--- src/rtl/chunk_serial_adder_pkg.sv ---
// Shared types and elaboration helpers for the chunk-serial adder/subtractor.
// Helpers are evaluated on parameters only, so they fold to constants.
package chunk_serial_adder_pkg;

    typedef enum logic [1:0] {
        ST_IDLE = 2'd0,
        ST_RUN  = 2'd1,
        ST_DONE = 2'd2
    } adder_state_t;

    // True when the slicing is legal: CHUNK in [1, WIDTH] and dividing WIDTH exactly.
    function automatic bit chunk_cfg_ok(input int width, input int chunk);
        return (chunk >= 1) && (chunk <= width) && ((width % chunk) == 0);
    endfunction

    function automatic int slice_count(input int width, input int chunk);
        return (chunk >= 1) ? (width / chunk) : 1;
    endfunction

    function automatic int cnt_width(input int nchunk);
        return $clog2(nchunk) + 1;
    endfunction

    function automatic int idx_width(input int width);
        return (width > 1) ? $clog2(width) : 1;
    endfunction

endpackage

--- src/rtl/chunk_serial_adder_if.sv ---
// Request/result bundle of the chunk-serial adder. The master issues operands
// and start; the slave (the adder) returns busy/done and the registered result.
interface chunk_serial_adder_if #(
    parameter int WIDTH = 32
);
    logic             start;
    logic             sub;
    logic [WIDTH-1:0] a;
    logic [WIDTH-1:0] b;
    logic             c;
    logic             busy;
    logic             done;
    logic [WIDTH-1:0] s;
    logic             cout;
    logic             ovf;

    modport master (
        output start, sub, a, b, c,
        input  busy, done, s, cout, ovf
    );

    modport slave (
        input  start, sub, a, b, c,
        output busy, done, s, cout, ovf
    );

endinterface

--- src/rtl/chunk_serial_adder_fa_chunk.sv ---
// Combinational ripple of CHUNK full-adder cells. Also exposes the carry into
// the top cell so the caller can form signed overflow on the final slice.
module chunk_serial_adder_fa_chunk #(
    parameter int CHUNK = 8
) (
    input  logic [CHUNK-1:0] x,
    input  logic [CHUNK-1:0] y,
    input  logic             ci,
    output logic [CHUNK-1:0] sum,
    output logic             co,
    output logic             c_msb
);

    always_comb begin : ripple
        logic carry;
        // NOTE: blocking assignments are deliberate here: each cell must see the
        // carry produced by the previous cell within the same evaluation, and
        // every output gets a default first so no latch is inferred.
        carry = ci;
        c_msb = ci;
        sum   = '0;
        for (int i = 0; i < CHUNK; i++) begin
            c_msb  = carry;
            sum[i] = x[i] ^ y[i] ^ carry;
            carry  = (x[i] & y[i]) | (carry & (x[i] ^ y[i]));
        end
        co = carry;
    end

endmodule

--- src/rtl/chunk_serial_adder.sv ---
// Multi-cycle adder/subtractor: one CHUNK-bit slice per cycle, LSB slice first,
// with the inter-slice carry held in a register. Start/busy/done handshake.
module chunk_serial_adder
    import chunk_serial_adder_pkg::*;
#(
    parameter int WIDTH = 32,
    parameter int CHUNK = 8
) (
    input  logic                  clk,
    input  logic                  rst_n,
    chunk_serial_adder_if.slave   bus
);

    localparam int NCHUNK = slice_count(WIDTH, CHUNK);
    localparam int CNT_W  = cnt_width(NCHUNK);
    localparam int IDX_W  = idx_width(WIDTH);
    localparam logic [CNT_W-1:0] LAST_IDX = CNT_W'(NCHUNK - 1);

    generate
        if (!chunk_cfg_ok(WIDTH, CHUNK)) begin : g_cfg_err
            $error("chunk_serial_adder: WIDTH must be a multiple of CHUNK with 1 <= CHUNK <= WIDTH");
        end
    endgenerate

    adder_state_t     state;
    logic [CNT_W-1:0] cnt;
    logic [WIDTH-1:0] a_q;
    logic [WIDTH-1:0] b_q;
    logic [WIDTH-1:0] s_q;
    logic             carry_q;
    logic             busy_q;
    logic             done_q;
    logic             cout_q;
    logic             ovf_q;

    logic [IDX_W-1:0] base;
    logic [CHUNK-1:0] a_slice;
    logic [CHUNK-1:0] b_slice;
    logic [CHUNK-1:0] sum_slice;
    logic             slice_co;
    logic             slice_c_msb;
    logic             last;

    // Bit offset of the slice being added this cycle.
    assign base    = IDX_W'(int'(cnt) * CHUNK);
    assign a_slice = a_q[base +: CHUNK];
    assign b_slice = b_q[base +: CHUNK];
    assign last    = (cnt == LAST_IDX);

    chunk_serial_adder_fa_chunk #(
        .CHUNK (CHUNK)
    ) u_fa_chunk (
        .x     (a_slice),
        .y     (b_slice),
        .ci    (carry_q),
        .sum   (sum_slice),
        .co    (slice_co),
        .c_msb (slice_c_msb)
    );

    // NOTE: all state updates are non-blocking so every register samples the
    // pre-edge values; operand registers are plain flops and are reset along
    // with the rest so nothing stale leaks out after an aborted operation.
    always_ff @(posedge clk or negedge rst_n) begin
        if (!rst_n) begin
            state   <= ST_IDLE;
            cnt     <= '0;
            a_q     <= '0;
            b_q     <= '0;
            s_q     <= '0;
            carry_q <= 1'b0;
            busy_q  <= 1'b0;
            done_q  <= 1'b0;
            cout_q  <= 1'b0;
            ovf_q   <= 1'b0;
        end else begin
            case (state)
                ST_IDLE: begin
                    done_q <= 1'b0;
                    if (bus.start) begin
                        // Subtract is a + ~b + 1; the caller's carry-in is dropped.
                        a_q     <= bus.a;
                        b_q     <= bus.sub ? ~bus.b : bus.b;
                        carry_q <= bus.sub ? 1'b1 : bus.c;
                        cnt     <= '0;
                        busy_q  <= 1'b1;
                        state   <= ST_RUN;
                    end
                end

                ST_RUN: begin
                    s_q[base +: CHUNK] <= sum_slice;
                    carry_q            <= slice_co;
                    cnt                <= cnt + CNT_W'(1);
                    if (last) begin
                        cout_q <= slice_co;
                        ovf_q  <= slice_c_msb ^ slice_co;
                        busy_q <= 1'b0;
                        done_q <= 1'b1;
                        state  <= ST_DONE;
                    end
                end

                ST_DONE: begin
                    done_q <= 1'b0;
                    state  <= ST_IDLE;
                end

                default: begin
                    busy_q <= 1'b0;
                    done_q <= 1'b0;
                    state  <= ST_IDLE;
                end
            endcase
        end
    end

    assign bus.busy = busy_q;
    assign bus.done = done_q;
    assign bus.s    = s_q;
    assign bus.cout = cout_q;
    assign bus.ovf  = ovf_q;

endmodule

--- src/flat_wrapper.sv ---
// flat-port wrapper written by rule: the top's interface ports become plain ports
module chunk_serial_adder_flat import chunk_serial_adder_pkg::*;
#(
    parameter int WIDTH = 32,
    parameter int CHUNK = 8
)
  (clk, rst_n, bus_start, bus_sub, bus_a, bus_b, bus_c, bus_busy, bus_done, bus_s, bus_cout, bus_ovf);
  chunk_serial_adder_if #(.WIDTH(WIDTH)) bus_i ();
  input  logic clk;
  input  logic rst_n;
  input wire logic [$bits(bus_i.start)-1:0] bus_start;
  input wire logic [$bits(bus_i.sub)-1:0] bus_sub;
  input wire logic [$bits(bus_i.a)-1:0] bus_a;
  input wire logic [$bits(bus_i.b)-1:0] bus_b;
  input wire logic [$bits(bus_i.c)-1:0] bus_c;
  output wire logic [$bits(bus_i.busy)-1:0] bus_busy;
  output wire logic [$bits(bus_i.done)-1:0] bus_done;
  output wire logic [$bits(bus_i.s)-1:0] bus_s;
  output wire logic [$bits(bus_i.cout)-1:0] bus_cout;
  output wire logic [$bits(bus_i.ovf)-1:0] bus_ovf;
  assign bus_i.start = bus_start;
  assign bus_i.sub = bus_sub;
  assign bus_i.a = bus_a;
  assign bus_i.b = bus_b;
  assign bus_i.c = bus_c;
  assign bus_busy = bus_i.busy;
  assign bus_done = bus_i.done;
  assign bus_s = bus_i.s;
  assign bus_cout = bus_i.cout;
  assign bus_ovf = bus_i.ovf;
  chunk_serial_adder #(.WIDTH(WIDTH), .CHUNK(CHUNK)) u_core (.clk(clk), .rst_n(rst_n), .bus(bus_i));
endmodule
--- config.mk ---
export PLATFORM = sky130hd
export DESIGN_NAME = chunk_serial_adder_flat
export DESIGN_NICKNAME = d
export VERILOG_FILES = /design/src/rtl/chunk_serial_adder_pkg.sv /design/src/rtl/chunk_serial_adder_if.sv /design/src/rtl/chunk_serial_adder_fa_chunk.sv /design/src/rtl/chunk_serial_adder.sv /design/src/flat_wrapper.sv
export SDC_FILE = /design/constraint.sdc
export NUM_CORES = 1
export LEC_CHECK = 0
export BUFFER_PORTS_ARGS = -buffer_cell sky130_fd_sc_hd__buf_2
export CAP_MARGIN = 40
export CORE_MARGIN = 4
export CORE_UTILIZATION = 59
export CTS_CLUSTER_DIAMETER = 60
export DETAILED_ROUTE_END_ITERATION = 10
export PLACE_DENSITY = 0.85
export SYNTH_ARGS = -nofsm -noshare
export SYNTH_HDL_FRONTEND = slang
export SYNTH_SLANG_ARGS = --single-unit
--- constraint.sdc ---
create_clock -name clk -period 10.9 [get_ports clk]
set_clock_uncertainty 0.2 [all_clocks]
set_input_delay 0.545 -clock clk [delete_from_list [all_inputs] [get_ports clk]]
set_output_delay 0.545 -clock clk [all_outputs]
set_load 0.02 [all_outputs]
==> run metrics <==
chip height approximately 99 um; Final HPWL DP 7990 um; Hold Slack 0.211 ns; Longest Clk Path Bufs 2; post-route DRC violation count 0; YS warnings 0; Power, Total 1.89 mW; initial antenna violation count 0; Fillers around 580; Worst-Skew Late Latency 0.36 ns; Critical-path top delay cell dfrtp_1; Leak Pwr 2.70 nW; clk root buf clkbuf_8; Crit path top cell by count fa_1; Synth area leader dfrtp_1; area share of the largest cell type after synthesis 0.539; GRT Overall Usage 0.227; Hold WC Path Type primary input to flip-flop; CTS tree yes; P per Cell Area 327 mW/mm2; Routed Antenna Nets 0; post-route minimum period 4.69 ns; setup_tns 0 ns; Vias 3,421; Peak supply drop 0.155 mV; crit path launch type flip-flop; Fmax 213 MHz; nature of the critical path endpoint flip-flop; routability cong. 0.814; ranking of synthesized cells by area dfrtp_1, mux2_2, mux4_2; port bufs 104; CTS Sinks roughly 110; worst-margin pin slew 0.854 ns; Max Slew Vio Count 0; drt first pass iters 6; Rows 33; CP delay by family, top adder cells; Setup CP Type flip-flop to flip-flop; die area 0.00987 mm2; Post-Syn Nets 485; number of global-route vias before repair 3,475; chip width 99.4 um; Reg clk slew, reported paths 0.10 ns; H-tree depth 3; Vias/cell roughly 5.6; Core Util, Final 0.708; Yosys cell types 30; Avg WL per Cell 17.4 um; Initial Util 0.602; most common cell after layout, fill and taps aside dfrtp_1; Critical Path Fanout Max 7; Tcrit/Tclk final 0.431; CORE AREA a little over 0.008 mm2; WP data required 10.94 ns; status completed; largest net degree at the start of global routing 66; syn avg cell area 12.3 um2; I/O pin total 105; post-synthesis cell count 401; arrival time at the worst endpoint approximately 4.7 ns; ANT cells 0; layout cells sized above 1 0.357; final hold viol count 0; RSZ-0062 raised after global routing no; pre-CTS setup slack around 6.3 ns; Total Wirelength between 10,000 and 15,000 um; cells resized by post-CTS repair 0; setup ws final 6.21 ns; relative slew slack 0.431; Seq/Total Area, Yosys 0.539; max_cap viols 0; CP peak stage delay 0.55 ns; global route total overflow 0; initial drt markers approximately 230; Layout area overhead 17.5%; Mapped Area 0.00492 mm2; CP bufs+invs 2; first-pass GRT wire length ~17,000 um; final setup vio count 0; Final #Nets a little under 600; cells along the critical path mux4_2 > inv_1 > fa_1 > fa_1 > fa_1 > fa_1 > fa_1 > fa_1 > inv_1 > fa_1 > fa_1 > a22o_1; CTS buffer count 9; most frequent cells in the layout dfrtp_1, buf_2, nor2_1; Yosys reg bits between 100 and 150
-- logic make-up (layout without fill, tap and decap cells) --
kind of cell	Yosys count	after routing	synth area share
flip-flops	106	106	0.539
AND/OR/NAND/NOR	84	84	0.0854
AO/OA/AOI/OAI	74	74	0.0826
multiplexers	49	49	0.149
buffers and inverters	40	146	0.0356
XOR/XNOR	33	33	0.0587
adder cells (fa/ha/maj)	15	15	0.0503
-- layout make-up --
class	count	area, um2	share of cell area
sequential	106	2650	0.458
multi-input combinational	255	2100	0.363
timing repair buffer	111	618	0.107
tap	105	131	0.0227
clock buffer	10	128	0.0221
clock inverter	5	78.8	0.0136
inverter	20	75.1	0.0130
-- metrics by stage --
stage,instance area [um2],instances
4_1_cts,5790,612
5_1_grt,5790,612
2_1_floorplan,4920,401
6_report,5790,612
3_3_place_gp,5510,594
3_5_place_dp,5570,596
-- flip-flops by register name, summed over array words and instances, names as in the netlist --
name	cells
u_core.b_q	32
u_core.state	2
u_core.bus.s	32
u_core.a_q	32
u_core.bus.cout	1
u_core.bus.busy	1
u_core.carry_q	1
u_core.bus.ovf	1
u_core.cnt	3
u_core.bus.done	1
-- synth_stat cells, drive strengths merged --
cell type,n
a21oi,34
a22o,8
a2bb2oi,1
buf,16
clkbuf,4
dfrtp,106
fa,8
ha,7
inv,20
mux2,33
mux4,16
nand2,31
nand2b,3
nand3b,5
nor2,36
nor3,2
nor3b,1
nor4,1
nor4b,1
o21ai,30
o21bai,1
or3,2
or4,1
or4b,1
xnor2,33
-- routing by layer --
metal / global-route usage / part of all wire
met2: 0.375 / 0.51
met4: 0.0924 / 0.024
met1: 0.302 / 0.41
met5: 0 / 0
met3: 0.0393 / 0.057
-- worst paths after layout --
path	cells past startpoint	slack, ns	to	start
setup / recovery	12	6.21	u_core.bus.s[31]	u_core.cnt[0]
hold / removal	2	0.21	u_core.a_q[15]	bus_a[15]
setup reg to reg	12	6.21	u_core.bus.s[31]	u_core.cnt[0]
hold reg to reg	2	0.29	u_core.bus.s[26]	u_core.bus.s[26]
max in group asynchronous	4	9.07	u_core.b_q[14]	rst_n
min in group asynchronous	2	0.45	u_core.bus.s[10]	rst_n
-- power by group --
group          total, mW  internal, mW  switching [mW]
clock network      0.256         0.128           0.127
registers          0.692         0.570           0.122
logic              0.945         0.420           0.525
total               1.89          1.12           0.774
-- worst register-to-register path, cell delays in order (launching register included) --
cell and delay, ns:
dfrtp_1 0.55, mux4_2 0.41, inv_1 0.05, fa_1 0.41, fa_1 0.39, fa_1 0.39
fa_1 0.39, fa_1 0.40, fa_1 0.38, inv_1 0.09, fa_1 0.23, fa_1 0.48
a22o_1 0.22
-- repair_timing --
| item | CTS | global route |
|---|---|---|
| setup buffers | 0 | 0 |
| endpoints found under the hold margin | 30 | 0 |
| hold buffers | 1 | 0 |
Power figures use the tool's default switching activity.
